[src/rtl/simd_issue_queue.sv]
// simd_issue_queue: circular-buffer issue queue feeding a 4x8-bit SIMD ALU, dropping illegal opcode mixes.
// Optional SIMD_ISSUE_BYPASS_EN: entries arriving at an empty, unstalled queue issue on the accept edge.
module simd_issue_queue #(
    parameter int DEPTH = 4
) (
    input  logic                     clk,
    input  logic                     reset_n,
    input  logic                     in_valid,
    output logic                     in_ready,
    input  logic [31:0]              in_a,
    input  logic [31:0]              in_b,
    input  logic [15:0]              in_opcode,
    input  logic [3:0]               in_cin,
    input  logic                     alu_stall,
    output logic [31:0]              alu_a,
    output logic [31:0]              alu_b,
    output logic [15:0]              alu_opcode,
    output logic [3:0]               alu_cin,
    output logic                     alu_valid,
    output logic                     res_valid,
    output logic [$clog2(DEPTH):0]   count,
    output logic                     err
);
    localparam int AW = $clog2(DEPTH);

    // 1110/1111 are reserved; 1100 (matrix) owns the full width and may only share with 0000 lanes
    function automatic logic illegal(input logic [15:0] op);
        logic bad, mat, oth;
        bad = 1'b0;
        mat = 1'b0;
        oth = 1'b0;
        for (int k = 0; k < 4; k++) begin
            bad |= op[4*k +: 4] >= 4'he;
            mat |= op[4*k +: 4] == 4'hc;
            oth |= op[4*k +: 4] != 4'hc && op[4*k +: 4] != 4'h0;
        end
        return bad | (mat & oth);
    endfunction

    logic [83:0]   mem [DEPTH];
    logic [AW-1:0] wr_ptr, rd_ptr;
    logic [83:0]   in_entry, sel;
    logic          accept, bypass, push, pop, take, bad;

    assign in_entry = {in_a, in_b, in_opcode, in_cin};
    assign in_ready = count < (AW+1)'(DEPTH);
    assign accept   = in_valid && in_ready;
`ifdef SIMD_ISSUE_BYPASS_EN
    assign bypass   = accept && count == '0 && !alu_stall;
`else
    assign bypass   = 1'b0;
`endif
    assign push     = accept && !bypass;
    assign pop      = count != '0 && !alu_stall;
    assign sel      = bypass ? in_entry : mem[rd_ptr];
    assign take     = bypass || pop;
    assign bad      = illegal(sel[19:4]);

    always_ff @(posedge clk) begin
        if (push) mem[wr_ptr] <= in_entry;
    end

    always_ff @(posedge clk or negedge reset_n) begin
        if (!reset_n) begin
            wr_ptr     <= '0;
            rd_ptr     <= '0;
            count      <= '0;
            alu_a      <= '0;
            alu_b      <= '0;
            alu_opcode <= '0;
            alu_cin    <= '0;
            alu_valid  <= 1'b0;
            res_valid  <= 1'b0;
            err        <= 1'b0;
        end else begin
            alu_valid <= take && !bad;
            res_valid <= alu_valid;
            if (take && !bad) {alu_a, alu_b, alu_opcode, alu_cin} <= sel;
            if (take && bad) err <= 1'b1;
            if (push) wr_ptr <= wr_ptr + AW'(1);
            if (pop) rd_ptr <= rd_ptr + AW'(1);
            count <= count + {{AW{1'b0}}, push} - {{AW{1'b0}}, pop};
        end
    end
endmodule

[config.mk]
export PLATFORM = sky130hd
export DESIGN_NAME = simd_issue_queue
export DESIGN_NICKNAME = d
export VERILOG_FILES = /design/src/rtl/simd_issue_queue.sv
export SDC_FILE = /design/constraint.sdc
export NUM_CORES = 1
export LEC_CHECK = 0
export ABC_AREA = 1
export ABC_CLOCK_PERIOD_IN_PS = 6400
export CAP_MARGIN = 5
export CORE_ASPECT_RATIO = 0.9
export CORE_MARGIN = 5
export CORE_UTILIZATION = 40
export DETAILED_ROUTE_END_ITERATION = 10
export PLACE_DENSITY = 0.62
export REMOVE_ABC_BUFFERS = 1
export SKIP_LAST_GASP = 1
export SLEW_MARGIN = 25
export SYNTH_ARGS = -nofsm -noshare
export SYNTH_HDL_FRONTEND = slang
export SYNTH_SLANG_ARGS = --single-unit
[constraint.sdc]
create_clock -name clk -period 6.4 [get_ports clk]
set_input_delay 0.64 -clock clk [delete_from_list [all_inputs] [get_ports clk]]
set_output_delay 0.64 -clock clk [all_outputs]
set_load 0.02 [all_outputs]
Yosys cells after proc, flatten, opt, wreduce, memory -nomap -nowiden
Memories as Yosys holds them, arrays and structs flattened.
Index checks and enable logic that the tools add are counted.
{"block": "word_totals", "ramBits": 336, "reg_bits": 94, "romBits": 0, "n_memories": 1, "input_bits": 88, "output_inout_bits": 91, "latch_bits": 0}
{"memory": "mem", "words": 4, "width": 84, "read_ports": 1, "rd_clocked_by_memory_dff": 0, "wr": 1, "line_no": "40", "rtl": "logic [83:0] mem [DEPTH];"}
{"block": "op_classes", "shift": 0, "div": 0, "n_lt_le_gt_ge": 5, "n_reduce_logical": 15, "mul": 0, "n_eq_ne": 8, "muxes": 2, "addsub": 4, "bitwise": 11}
{"op": "$eq 4x4->1 const B", "count": 4}
{"op": "$ge 4x4->1 const B", "count": 4}
{"op": "$ne 4x4->1 const B", "count": 4}
{"op": "$reduce_bool 4->1", "count": 4}
{"op": "$or 1x1->1", "count": 10}
{"op": "$logic_and 1x1->1", "count": 8}
{"op": "$add 2x1->2 const B", "count": 2}
{"op": "$add 3x1->3", "count": 1}
{"op": "$lt 3x3->1 const B", "count": 1}
{"op": "$reduce_bool 3->1", "count": 1}
{"op": "$sub 3x1->3", "count": 1}
{"op": "$logic_not 1->1", "count": 2}
{"op": "$mux 1", "count": 2}
{"op": "$and 1x1->1", "count": 1}

Depth between registers and ports, before layout
Gate-level depths: netlist (run 1).
An unclocked memory read counts as a cell.
{"block": "logic_depth", "depth_word": 10, "depth_mapped": 18}

Least setup slack after synthesis (run 1)
OpenSTA, ideal clock, no wires.
{"block": "synth_path", "kind": "register to register", "from": "register count[2]", "to": "memory mem[0][0], enable pin", "slack_ps": 1466, "t_arrival_ps": 4407, "path_stages_with_launch": 4, "path_cell_list": "dfrtp_1 > inv_1 > nand2_1 > nor2_1"}
{"block": "synth_between", "elab_chain_cells": 4}
{"item": "start: declaration", "line_no": "21", "rtl": "output logic [$clog2(DEPTH):0] count,"}
{"item": "start signal: assignment", "line_no": "82", "rtl": "count <= count + {{AW{1'b0}}, push} - {{AW{1'b0}}, pop};"}
{"item": "$lt 3x3->1", "line_no": "46", "rtl": "assign in_ready = count < (AW+1)'(DEPTH);"}
{"item": "named net in_ready", "line_no": "9", "rtl": "output logic in_ready,"}
{"item": "$logic_and 1x1->1", "line_no": "47", "rtl": "assign accept = in_valid && in_ready;"}
{"item": "$mux 1", "line_no": "60", "rtl": "if (push) mem[wr_ptr] <= in_entry;"}
{"item": "$mux 1 (implied by the code)", "line_no": "60"}
{"item": "end: declaration", "line_no": "40"}
The timed path passes the listed nets, and every way through them passes these cells.

Worst setup path after layout (run 1)
{"block": "layout_path", "from": "register rd_ptr[0]", "to": "register alu_opcode[11]"}
{"block": "layout_between", "elab_chain_cells": 10}
{"item": "start: declaration", "line_no": "41", "rtl": "logic [AW-1:0] wr_ptr, rd_ptr;"}
{"item": "start signal: assignment", "line_no": "81", "rtl": "if (pop) rd_ptr <= rd_ptr + AW'(1);"}
{"item": "$mem_v2 4x84 (*)"}
{"item": "$ne 4x4->1 / $reduce_bool 4->1 (equally long branches)", "line_no": "35", "rtl": "oth |= op[4*k +: 4] != 4'hc && op[4*k +: 4] != 4'h0;"}
{"item": "$logic_and 1x1->1", "line_no": "35"}
{"item": "$or 1x1->1 (3 in a row)", "line_no": "35"}
{"item": "$and 1x1->1", "line_no": "37", "rtl": "return bad | (mat & oth);"}
{"item": "$or 1x1->1", "line_no": "37"}
{"item": "$logic_not 1->1", "line_no": "78", "rtl": "if (take && !bad) {alu_a, alu_b, alu_opcode, alu_cin} <= sel;"}
{"item": "$logic_and 1x1->1", "line_no": "78"}
{"item": "end signal: assignment", "line_no": "78"}
{"item": "end: declaration", "line_no": "17", "rtl": "output logic [15:0] alu_opcode,"}
Every way passes the cells marked *; elsewhere a longest branch is shown, timed or not.
A chain may end at the register's enable or synchronous reset.

==> results of run 1 <==
## final cells by class
type	count	area, µm²
diodes	2	5.00
fillers	3623	21200
clock buffers	63	1290
repair buffers	199	1960
inverters	24	96.3
flip-flops and latches	430	12400
well taps	547	684
clock inverters	17	109
multi-input cells	806	3790
## state kept, by name (all words and copies together) (netlist names)
name,cells
alu_b,32
mem,336
alu_cin,4
alu_opcode,16
err,1
count,3
alu_a,32
wr_ptr,2
rd_ptr,2
alu_valid,1
res_valid,1
## worst max-delay path: cells and delay by family, from the launching register on
kind | cells | cell delay [ps]
AND/OR/NAND/NOR | 9 | 1940
AO/OA/AOI/OAI | 1 | 110
flip-flops | 1 | 940
buffers and inverters | 2 | 690
## cell families after synthesis
kind of cell / Yosys count / synth area share, %
simple gates: 587 / 14.8
fa+ha+maj: 7 / 0.569
compound gates: 207 / 6.71
xor+xnor: 5 / 0.262
flops: 430 / 74.4
buf+inv: 117 / 3.28
## cells in the mapped netlist, types with 23 or more instances
cell and instances:
nand4_1 86, clkbuf_1 48, nor2_1 150, o21ai_0 130, buf_2 32, o22ai_1 69, inv_1 23, nand2_1 313
nand3_1 34, edfxtp_1 336, dfrtp_1 94
## stage by stage
step                cells  total power [mW]  setup TNS [ps]  hold WS [ps]
global route         2087              11.2               0           120
global placement     2005              8.10               0           358
finish               2088              10.6               0          88.5
floorplan            1260              6.42         -125160           344
CTS                  2086              10.7               0          96.6
detailed placement   2006              8.20               0           364
## per-layer routing
layer | share of wire [%] | vias up | global-route usage (%) | routed length [µm]
met5 | 0.10 | - | 0 | 42
met4 | 1.7 | 8 | 4.34 | 719
met3 | 6.0 | 60 | 4.51 | 2500
met2 | 47 | 276 | 27.8 | 19600
met1 | 45 | 5483 | 24.9 | 18600
li1 | - | 5145 | - | -
## path summary, 6_finish.rpt
path,cells past startpoint,endpoint,slack (ps),startpoint
worst max-delay path,12,alu_opcode[11]$_DFFE_PN0P_,2480,rd_ptr[0]$_DFFE_PN0P_
worst min-delay path,1,count[1]$_DFF_PN0_,90,reset_n
worst max register to register,12,alu_opcode[11]$_DFFE_PN0P_,2480,rd_ptr[0]$_DFFE_PN0P_
worst min register to register,0,res_valid$_DFF_PN0_,370,alu_valid$_DFF_PN0_
max in group asynchronous,2,rd_ptr[0]$_DFFE_PN0P_,5080,reset_n
min in group clk,0,res_valid$_DFF_PN0_,370,alu_valid$_DFF_PN0_
## power by group through the flow
stage / registers (mW) / clock network, mW / logic, mW
2_1_floorplan: 4.39 / 0 / 2.03
3_3_place_gp: 4.04 / 0 / 4.07
3_5_place_dp: 4.04 / 0 / 4.16
4_1_cts: 3.99 / 2.52 / 4.17
5_1_grt: 4.05 / 2.64 / 4.54
6_report: 3.98 / 2.46 / 4.11
==> results.md, run 1 <==
* DR DRC count at 0
* Leading area contributor after synthesis: edfxtp_1
* Slowest CP cell: dfrtp_4
* Yosys reg bits at 430
* Pwr dens at 518 nW/µm²
* Sw frac at 39.0%
* Max Slew Vio Count at 0
* Placer's final routability congestion estimate at 0.717
* Clock Sinks at 430
* Post-CTS setup repair buffer count at 0
* DR pass1 iterations at 4
* Core area at 41600 µm²
* Cell Area, Synth at 16700 µm²
* Initial core utilization at 40.2%
* Maxcap violations at 0
* GRT Total Usage at 17.7%
* Final Hold Viols at 0
* Synth top area share at 60.3%
* Crit path arrival time at 4350 ps
* Top cells by area, synth: edfxtp_1, dfrtp_1, nand2_1, o21ai_0, nor2_1
* Via count at 11.0k
* Period minus WS final at 3920 ps
* Post-route ant nets at 0
* Internal power at 6.44 mW
* CTS Hold Bufs at 0
* Die Span X at 226 µm
* Most common cell after layout, fill and taps aside: edfxtp_1
* RSZ-0062 raised after global routing: false
* Clock slew seen by the registers of the worst setup and hold paths at 60 ps
* Worst-Skew Late Latency at 550 ps
* Status: complete, no violations
* Leakage at 7.62 nW
* Area grow syn2layout at 21.9%
* Root Buffer: clkbuf_16
* Ports at 179
* Post-synth EDFFs at 336
* CTS tree: built
* Post-route cell area at 20400 µm²
* Vias per inst at 5.25
* Part of the power in combinational logic at 38.9%
* Rows at 71
* Slew @ Worst Pin at 945 ps
* Setup crit start kind: flop
* # nets final at 1600
* WS Path Type: reg -> reg
* VDD IR-drop max at 0.000435 V
* Yosys cell types at 25
* Setup WS pre-CTS at 2510 ps
* Area after DPL at 19000 µm²
* Routed wire length per instance at 19.9 µm
* IO Port Bufs at 178
* Setup-failing EPs final at 0
* First-pass GRT wire length at 63.7 mm
* Seq pwr share at 37.7%
* Clock skew at 18.6 ps
* Synth Instances at 1353
* Critical path required time at 6820 ps
* Clock Tree Buf Depth at 3
* Post-cts resize count at 0
* Total CTS buffers at 44
* Most frequent cells in the layout: edfxtp_1, nand2_1, clkdlybuf4s50_1
* Initial DRC count at 805
* Crit path capture type: flop
* WL final at 41.5 mm
* Clk pwr share at 23.3%
* Share of flip-flops with an asynchronous set or reset at 21.9%
* Critical Path Max Stage Delay at 940 ps
* Max FO, Critical Path at 69
* Ys Warns at 0
* Initial antenna violation count at 6
* Vias in the first global route at 10.9k
* Ys flop type: edfxtp_1
* Register area share after synthesis at 74.4%
* Chip height at 204 µm
* Die area at 46000 µm²
* Slew headroom at 36.9%
* Fin worst setup slack at 2480 ps
* Min-Delay Path Class: in -> async
* Syn avg cell area at 12.4 µm²
* GRT overflow at 0
* DP HPWL at 23.8 mm
* H-tree depth at 2
* Crit-path cells: inv_6 -> nand2_1 -> nand2_1 -> nand2_1 -> nand2_1 -> nand2_1 -> o21ai_1 -> nor2_4 -> nand3_4 -> buf_12 -> nand2_1 -> nand2_1
* Switching power at 4.12 mW
* Cell mode on critical path: nand2_1
* Share of cells above drive strength 1 at 6.56%
* Fin util at 49.0%
* Largest net degree at the start of global routing at 117
* Share of the clock period used by the worst path at 61.3%
* Max Clock Freq at 255 MHz
(Power assumes the default switching activity.)
==> run 2, diff against run 1 <==
--- a/config.mk
+++ b/config.mk
@@ -6,7 +6,7 @@
 export NUM_CORES = 1
 export LEC_CHECK = 0
 export ABC_AREA = 1
-export ABC_CLOCK_PERIOD_IN_PS = 6400
+export ABC_CLOCK_PERIOD_IN_PS = 4000
 export CAP_MARGIN = 5
 export CORE_ASPECT_RATIO = 0.9
 export CORE_MARGIN = 5
==> constraint.sdc (replaced) <==
create_clock -name clk -period 4 [get_ports clk]
set_input_delay 0.4 -clock clk [delete_from_list [all_inputs] [get_ports clk]]
set_output_delay 0.4 -clock clk [all_outputs]
set_load 0.02 [all_outputs]
==> run 2 against run 1 <==
Against the previous run: via count is 0.38% lower; largest power group unchanged; largest cell class unchanged; register-to-register slack worse by 1400 ps; hold slack gained 290 ps; critical path depth grew 3; global-route usage is 0.33 points higher.
==> results.md, run 2 (synthesized netlist as in run 1, its figures left out) <==
* Status: complete, no violations
* Maxcap violations at 0 (unchanged)
* Grt met2 use at 29.1% (+1.3 points)
* Fin worst setup slack at 1080 ps (-1400 ps)
* # nets final at 1604 (+0.25%)
* R2r worst-path depth at 15 (+3)
* Max reg flops at 336 (unchanged)
* RSZ-0062 raised after global routing: false
* Ports at 179 (unchanged)
* Min-Delay Path Class: reg -> reg
* Clock Tree Buf Depth at 3 (unchanged)
* Initial core utilization at 40.2% (unchanged)
* Chip height at 204 µm (unchanged)
* Delay-heaviest family, CP: simple AND/OR/NAND/NOR gates
* Critical path depth in cells at 15 (+3)
* Max FO, Critical Path at 41 (-41%)
* Total CTS buffers at 45 (+2.3%)
* Clock slew seen by the registers of the worst setup and hold paths at 60 ps (about the same)
* DR DRC count at 0 (unchanged)
* Pwr dens at 836 nW/µm² (+61%)
* H-tree depth at 2 (unchanged)
* DR pass1 iterations at 5 (+1)
* Crit path capture type: flop
* Buf/Inv on CP at 2 (unchanged)
* Crit path arrival time at 3360 ps (-990 ps)
* Slew headroom at 39.1% (+2.2 points)
* Hold Worst Slack at 379 ps (+291 ps)
* CTS tree: built
* Slowest CP cell: dfrtp_4
* Post-Layout Cell Count at 2094 (+0.29%)
* Max Clock Freq at 342 MHz (+34%)
* Post-CTS setup repair buffer count at 0 (unchanged)
* Gr busiest metal: met2
* Leakage at 7.69 nW (+0.96%)
* DP HPWL at 22.6 mm (-5.2%)
* Critical Path Max Stage Delay at 670 ps (-270 ps)
* Post-route cell area at 20600 µm² (+0.81%)
* IO Port Bufs at 178 (unchanged)
* Dpl cells at 2008 (+0.10%)
* Final TNS setup at 0 ps (unchanged)
* Initial antenna violation count at 5 (-1)
* Routing usage on met3 at 4.47% (-0.043 points)
* Rows at 71 (unchanged)
* Initial DRC count at 758 (-5.8%)
* Core area at 41600 µm² (unchanged)
* Setup crit start kind: flop
* Share of cells above drive strength 1 at 6.86% (+0.29 points)
* Final Hold Viols at 0 (unchanged)
* Placer's final routability congestion estimate at 0.762 (+6.3%)
* Routed wire length per instance at 19.8 µm (-0.50%)
* Fin util at 49.4% (+0.40 points)
* Area after DPL at 19100 µm² (+0.41%)
* Crit-path cells: buf_4 -> nand2_1 -> nand2_1 -> nand2_1 -> nand2_1 -> nand2_1 -> nand2_1 -> nand2_1 -> nor2_1 -> nand2_1 -> nand2_4 -> nand3_4 -> buf_12 -> nand2_1 -> nand2_1
* Slew @ Worst Pin at 914 ps (-30.8 ps)
* Via count at 10.9k (-0.38%)
* Share of the clock period used by the worst path at 73.1% (+12 points)
* Power Total at 17.2 mW (+63%)
* Root Buffer: clkbuf_16
* Clock skew at 16.9 ps (-1.68 ps)
* Top reg by flops: mem
* Regs by FF count: mem: 336 flops, alu_a: 32 flops, alu_b: 32 flops
* GRT Total Usage at 18.0% (+0.33 points)
* Critical path required time at 4440 ps (-2380 ps)
* Area grow syn2layout at 22.9%
* Most frequent cells in the layout: edfxtp_1, nand2_1, clkdlybuf4s50_1
* GRT overflow at 0 (unchanged)
* WL final at 41.4 mm (-0.21%)
* WS Path Type: reg -> reg
* Largest net degree at the start of global routing at 111 (-5.1%)
* VDD IR-drop max at 0.000974 V (+120%)
* CTS Hold Bufs at 1 (+1)
* Die Span X at 226 µm (unchanged)
* Max Slew Vio Count at 0 (unchanged)
* Post-route ant nets at 0 (unchanged)
* Period minus WS final at 2920 ps (-998 ps)
* First-pass GRT wire length at 64.8 mm (+1.6%)
* Met1 usage at 25.0% (+0.065 points)
* Worst-Skew Late Latency at 570 ps (+20 ps)
* Die area at 46000 µm² (unchanged)
* Reg2Reg Setup Slack at 1080 ps (-1400 ps)
* Cell mode on critical path: nand2_1
* Vias in the first global route at 11.0k (+1.6%)
* Setup-failing EPs final at 0 (unchanged)
* Clock Sinks at 430 (unchanged)
* Post-cts resize count at 0 (unchanged)
* Hold depth at 0
* Vias per inst at 5.22 (-0.67%)
* Most common cell after layout, fill and taps aside: edfxtp_1
* Setup WS pre-CTS at 1090 ps (-1420 ps)
-- run 2: cell type report --
cell class | count | area (µm²)
fill | 3654 | 21000
timing repair buffer | 202 | 2040
inverter | 24 | 96.3
sequential | 430 | 12400
tap | 547 | 684
antenna | 1 | 2.50
clock buffer | 63 | 1310
clock inverter | 21 | 178
multi-input combinational | 806 | 3790
-- run 2: metal layers --
layer	up-vias	part of all wire, %
met1	5416	44
li1	5154	-
met2	294	48
met3	58	6.5
met4	8	1.4
met5	-	0.14
-- run 2: where the power goes --
group	switching (mW)	internal [mW]
registers	0.473	5.85
logic	4.48	2.22
clock network	1.68	2.47
total	6.63	10.5
-- run 2: worst paths after layout --
kind	startpoint	end
worst max-delay path	rd_ptr[0]$_DFFE_PN0P_	alu_b[11]$_DFFE_PN0P_
worst min-delay path	alu_valid$_DFF_PN0_	res_valid$_DFF_PN0_
worst max register to register	rd_ptr[0]$_DFFE_PN0P_	alu_b[11]$_DFFE_PN0P_
worst min register to register	alu_valid$_DFF_PN0_	res_valid$_DFF_PN0_
max in group asynchronous	reset_n	alu_opcode[14]$_DFFE_PN0P_
min in group asynchronous	reset_n	res_valid$_DFF_PN0_
==> run 3, diff against run 2 <==
--- a/config.mk
+++ b/config.mk
@@ -6,7 +6,7 @@
 export NUM_CORES = 1
 export LEC_CHECK = 0
 export ABC_AREA = 1
-export ABC_CLOCK_PERIOD_IN_PS = 4000
+export ABC_CLOCK_PERIOD_IN_PS = 2750
 export CAP_MARGIN = 5
 export CORE_ASPECT_RATIO = 0.9
 export CORE_MARGIN = 5
==> constraint.sdc (replaced) <==
create_clock -name clk -period 2.75 [get_ports clk]
set_input_delay 0.275 -clock clk [delete_from_list [all_inputs] [get_ports clk]]
set_output_delay 0.275 -clock clk [all_outputs]
set_load 0.02 [all_outputs]
==> run 3 against run 2 <==
Against the previous run: first-iteration DRC count rose by 3.3%; largest cell class unchanged; via count fell by 0.57%; non-clock buffer count rose by 6; register-to-register slack got worse by 840 ps; highest routed layer unchanged; die area did not move; design area rose by 0.24%; final cell count rose by 0.14%; wire length fell by 2.2%; global-route usage fell by 0.63 points; hold slack got worse by 110 ps.
==> results.md, run 3 (synthesized netlist as in run 1, its figures left out) <==
* Status: complete, no violations
* Critical Path Max Stage Delay at 510 ps (-160 ps)
* Initial antenna violation count at 1 (-4)
* Total CTS buffers at 44 (-2.2%)
* Largest net degree at the start of global routing at 89 (-20%)
* Max Slew Vio Count at 0 (unchanged)
* Core area at 41600 µm² (unchanged)
* Most frequent cells in the layout: edfxtp_1, nand2_1, clkdlybuf4s50_1
* Worst r2r src: rd_ptr[0]$_DFFE_PN0P_
* Cell mode on critical path: nand2_1
* Clock slew seen by the registers of the worst setup and hold paths at 60 ps (about the same)
* Final Hold Viols at 0 (unchanged)
* Most common cell after layout, fill and taps aside: edfxtp_1
* # nets final at 1609 (+0.31%)
* Buf/Inv on CP at 2 (unchanged)
* Hold Worst Slack at 267 ps (-112 ps)
* Slew @ Worst Pin at 825 ps (-89.0 ps)
* Post-route ant nets at 0 (unchanged)
* Slowest CP cell: dfrtp_4
* Pwr dens at 1200 nW/µm² (+44%)
* Root Buffer: clkbuf_16
* Post-route cell area at 20600 µm² (+0.24%)
* Post-cts resize count at 0 (unchanged)
* # diodes at 0 (-1)
* Post-CTS setup repair buffer count at 0 (unchanged)
* Final TNS setup at 0 ps (unchanged)
* DR pass1 iterations at 5 (unchanged)
* Crit path arrival time at 2990 ps (-370 ps)
* WS Path Type: reg -> reg
* RSZ-0062 raised after global routing: false
* Area after DPL at 19200 µm² (+0.94%)
* Share of the clock period used by the worst path at 91.3% (+18 points)
* Slew headroom at 45.0% (+5.9 points)
* Delay-heaviest family, CP: simple AND/OR/NAND/NOR gates
* Fin util at 49.5% (+0.12 points)
* R2r worst-path depth at 10 (-5)
* Rows at 71 (unchanged)
* Routed wire length per instance at 19.3 µm (-2.4%)
* Setup crit start kind: flop
* WL final at 40.5 mm (-2.2%)
* Die Span X at 226 µm (unchanged)
* Top reg by flops: mem
* Vias per inst at 5.18 (-0.71%)
* Initial DRC count at 783 (+3.3%)
* Clock Sinks at 430 (unchanged)
* Crit-path cells: inv_6 -> nand2_1 -> nand3_1 -> nand2_1 -> nand2_1 -> o22ai_1 -> nor2_4 -> buf_4 -> nand4_1 -> nand2_1
* H-tree depth at 2 (unchanged)
* Chip height at 204 µm (unchanged)
* Clock Tree Buf Depth at 3 (unchanged)
* Die area at 46000 µm² (unchanged)
* Initial core utilization at 40.2% (unchanged)
* Vias in the first global route at 10.7k (-3.4%)
* Max reg flops at 336 (unchanged)
* Setup-failing EPs final at 0 (unchanged)
* Clock skew at 11.2 ps (-5.74 ps)
* Worst-Skew Late Latency at 550 ps (-20 ps)
* Critical path required time at 3230 ps (-1210 ps)
* Maxcap violations at 0 (unchanged)
* Max Clock Freq at 398 MHz (+16%)
* Share of cells above drive strength 1 at 6.58% (-0.28 points)
* GRT Total Usage at 17.4% (-0.63 points)
* DP HPWL at 23.1 mm (+2.0%)
* Max FO, Critical Path at 56 (+37%)
* CTS tree: built
* GRT overflow at 0 (unchanged)
* VDD IR-drop max at 0.00120 V (+23%)
* Crit path capture type: flop
* Via count at 10.9k (-0.57%)
* CTS Hold Bufs at 1 (unchanged)
* Min-Delay Path Class: in -> async
* Ports at 179 (unchanged)
* IO Port Bufs at 178 (unchanged)
* First-pass GRT wire length at 62.5 mm (-3.5%)
* Regs by FF count: mem: 336 flops, alu_a: 32 flops, alu_b: 32 flops
* Leakage at 7.69 nW (about the same)
* Period minus WS final at 2510 ps (-412 ps)
* Placer's final routability congestion estimate at 0.760 (-0.30%)
* Reg-to-reg endpoint: alu_opcode[15]$_DFFE_PN0P_
* DR DRC count at 0 (unchanged)
* Reg2Reg Setup Slack at 240 ps (-840 ps)
* Area grow syn2layout at 23.2%
==> run 3: cell count changes in the layout (fill, tap and decap cells not counted), moves of 3 or more <==
cell,delta
buf_12,+11
buf_4,-3
clkinv_2,-5
clkbuf_1,+9
==> run 3: layout make-up <==
cell class / instances / area (µm²)
clock buffer: 68 / 1260
fill: 3676 / 21000
multi-input combinational: 806 / 3790
inverter: 24 / 96.3
tap: 547 / 684
clock inverter: 14 / 97.6
sequential: 430 / 12400
timing repair buffer: 208 / 2220
==> run 3: metal layers <==
layer / GRT usage, % / wire length [µm]
met1: 24.3 / 18100
met2: 28.6 / 19600
met3: 3.20 / 2120
met4: 3.96 / 684
met5: 0 / 12
==> run 3: worst max-delay path by stage <==
| stage | start | endpoint | cells after the start |
|---|---|---|---|
| floorplan | rd_ptr[0]$_DFFE_PN0P_ | alu_a[0]$_DFFE_PN0P_ | 11 |
| global placement | rd_ptr[0]$_DFFE_PN0P_ | alu_opcode[15]$_DFFE_PN0P_ | 10 |
| detailed placement | rd_ptr[0]$_DFFE_PN0P_ | alu_opcode[15]$_DFFE_PN0P_ | 10 |
| CTS | rd_ptr[0]$_DFFE_PN0P_ | alu_opcode[15]$_DFFE_PN0P_ | 10 |
| global route | rd_ptr[0]$_DFFE_PN0P_ | alu_opcode[15]$_DFFE_PN0P_ | 10 |
| finish | rd_ptr[0]$_DFFE_PN0P_ | alu_opcode[15]$_DFFE_PN0P_ | 10 |
==> run 3: where the power goes <==
part	total, mW	switching [mW]	leakage [nW]	internal (mW)
clock network	5.63	2.38	0.669	3.26
logic	9.99	6.56	2.81	3.43
registers	9.10	0.593	4.21	8.50
total	24.7	9.53	7.69	15.2
==> run 3: stage by stage <==
stage | power (mW) | setup slack (ps) | cells
floorplan | 14.8 | -5120 | 1260
global route | 26.3 | 37.6 | 2097
detailed placement | 19.3 | 286 | 2014
finish | 24.7 | 238 | 2097
CTS | 25.0 | 222 | 2097
global placement | 19.2 | 330 | 2014
==> variant, RTL diff (flow settings as in run 2) <==
`DEPTH`: 4 -> 2.
--- a/src/rtl/simd_issue_queue.sv
+++ b/src/rtl/simd_issue_queue.sv
@@ -2,5 +2,5 @@
 // Optional SIMD_ISSUE_BYPASS_EN: entries arriving at an empty, unstalled queue issue on the accept edge.
 module simd_issue_queue #(
-    parameter int DEPTH = 4
+    parameter int DEPTH = 2
 ) (
     input  logic                     clk,
Ports: changed (resized count); port bits go from 179 to 178. The function was not compared with the original's and may differ.
==> variant against run 2 <==
Wire length decreased by 44%; area after synthesis shrank 39%; design area shrank 36%; the run now ends with negative hold slack left; total power decreased by 38%; largest power group unchanged; critical path type unchanged; sequential cell count down 171; sequential share of layout area is 4.9 points lower; die area decreased by 38%; setup slack lost 0.034 ns; global-route usage shrank 2.1 points.
==> variant: results (changes against run 2) <==
Outcome
The flow ran to the end, but the final reports show violations. The checks that failed: negative hold slack.

Place
The HPWL after detailed placement is 13.8 mm (-39%). The final weighted congestion in routability-driven placement is 0.811 (+6.4%). The number of buffers added on ports is 177 (-0.56%). The placement-stage worst setup slack was 0.808 ns (-0.280 ns). The instance area at placement is 0.0122 mm2 (-36%). The cell total after placement came to 1,401 (-30%).

Routing
The number of DRC violations after detailed-routing iteration 0 is 482 (-36%). The vias per cell was 4.78 (-8.5%). The wire length per cell came to 15.9 um (-20%).

The aggregate routed wire length came to 23.1 mm (-44%).

Setup path
The maximum fanout along the worst path is 94 (+130%). The critical-path cell with the highest stage delay is buf_4. The data arrival time of the critical path was 3.41 ns (+0.05 ns).

Following the worst setup path forward leads to its endpoint at alu_b[13]$_DFFE_PN0P_. The worst-case reg-to-reg path depth came to 12 (-3). The setup slack on the worst flop-to-flop path came to 1.04 ns (-0.03 ns). The delay of the slowest cell on the worst path is 0.70 ns (+0.03 ns).

Hold path
The worst hold path belongs to the class in -> async.

Clock network
The number of CTS-inserted buffers was 27 (-40%). The maximum level of the CTS H-tree was 1 (-1). The clock latency of the later-clocked register in the worst-skew pair is 0.52 ns (-0.05 ns).

Power and ir drop
The fraction of power spent switching nets was 37.9% (-0.76 points). The static leakage is 5.68 nW (-26%). The internal cell power is 6.65 mW (-37%). The maximum vdd ir drop is 0.000422 V (-57%).

The part of the total power dissipated in the clock network was 23.6% (-0.5 points).

Global route
The via count of the first global-routing pass is 6,912 (-37%). The largest net degree at the start of global routing is 95 (-14%). The initial antenna violation count is 1 (-4).

The wire length of the first global-routing pass is 36.8 mm (-43%). The total routing usage reported by global routing came to 15.9% (-2.1 points).

STA
The final hold slack is -0.0378 ns (-0.417 ns). The count of endpoints failing hold in the final timing report is 22 (+22). The clock tree skew after final layout is 0.0106 ns (-0.00630 ns).

The final clock period utilization by the worst path is 74.0% (+0.86 points). The transition time at the pin with the least slew margin came to 1.02 ns (+0.110 ns).

Cells and area
In the final layout, the registers with the most flip-flops are mem x168, alu_a x32, alu_b x32. The share of post-route cells with drive strength above 1 is 6.14% (-0.72 points). The fill cell total of the finished layout is 2,218 (-39%). The number of nets at the end of the flow was 1,178 (-27%).

The antenna diode count was 0 (-1).

Yosys
The number of instances in the synthesized netlist came to 925 (-32%). The commonest cells after synthesis are nand2_1 (465), edfxtp_1 (168), dfrtp_1 (91). The proportion of register bits with asynchronous set or reset after synthesis came to 35.1% (+13 points). Yosys attributes the largest share of cell area to edfxtp_1 (50%), dfrtp_1 (22%), nand2_1 (17%), nand4_1 (5.3%), clkbuf_1 (1.0%).

The sequential area share after synthesis is 72.1% (-2.3 points). The unique cell type count in the Yosys netlist is 20 (-20%).
[variant: critical path: cells and delay by family (launching register included)]
family / cells / cell delay [ns]
buffers and inverters: 3 / 1.32
and+or+nand+nor: 9 / 1.03
DFF: 1 / 0.41
[variant: kinds of logic after synthesis]
| family | share of synthesized area [%] |
|---|---|
| simple gates | 23.4 |
| buf+inv | 3.70 |
| fa+ha+maj | 0.246 |
| compound gates | 0.197 |
| flops | 72.1 |
| xor+xnor | 0.345 |
[variant: layer usage]
layer  up-vias  GRT usage [%]  part of all wire (%)
met3        35           3.18                   6.0
met2       187           26.0                    47
met1      3283           22.5                    46
met4         2           3.16                   1.7
li1       3420              -                     -
met5         -              0                 0.048
[variant: layout make-up]
class	instances	area (um2)	area share (%)
sequential	259	7330	55.7
timing repair buffer	190	1880	14.3
clock inverter	14	123	0.932
multi-input combinational	583	2500	19.0
inverter	27	103	0.780
tap	342	428	3.25
clock buffer	35	798	6.07
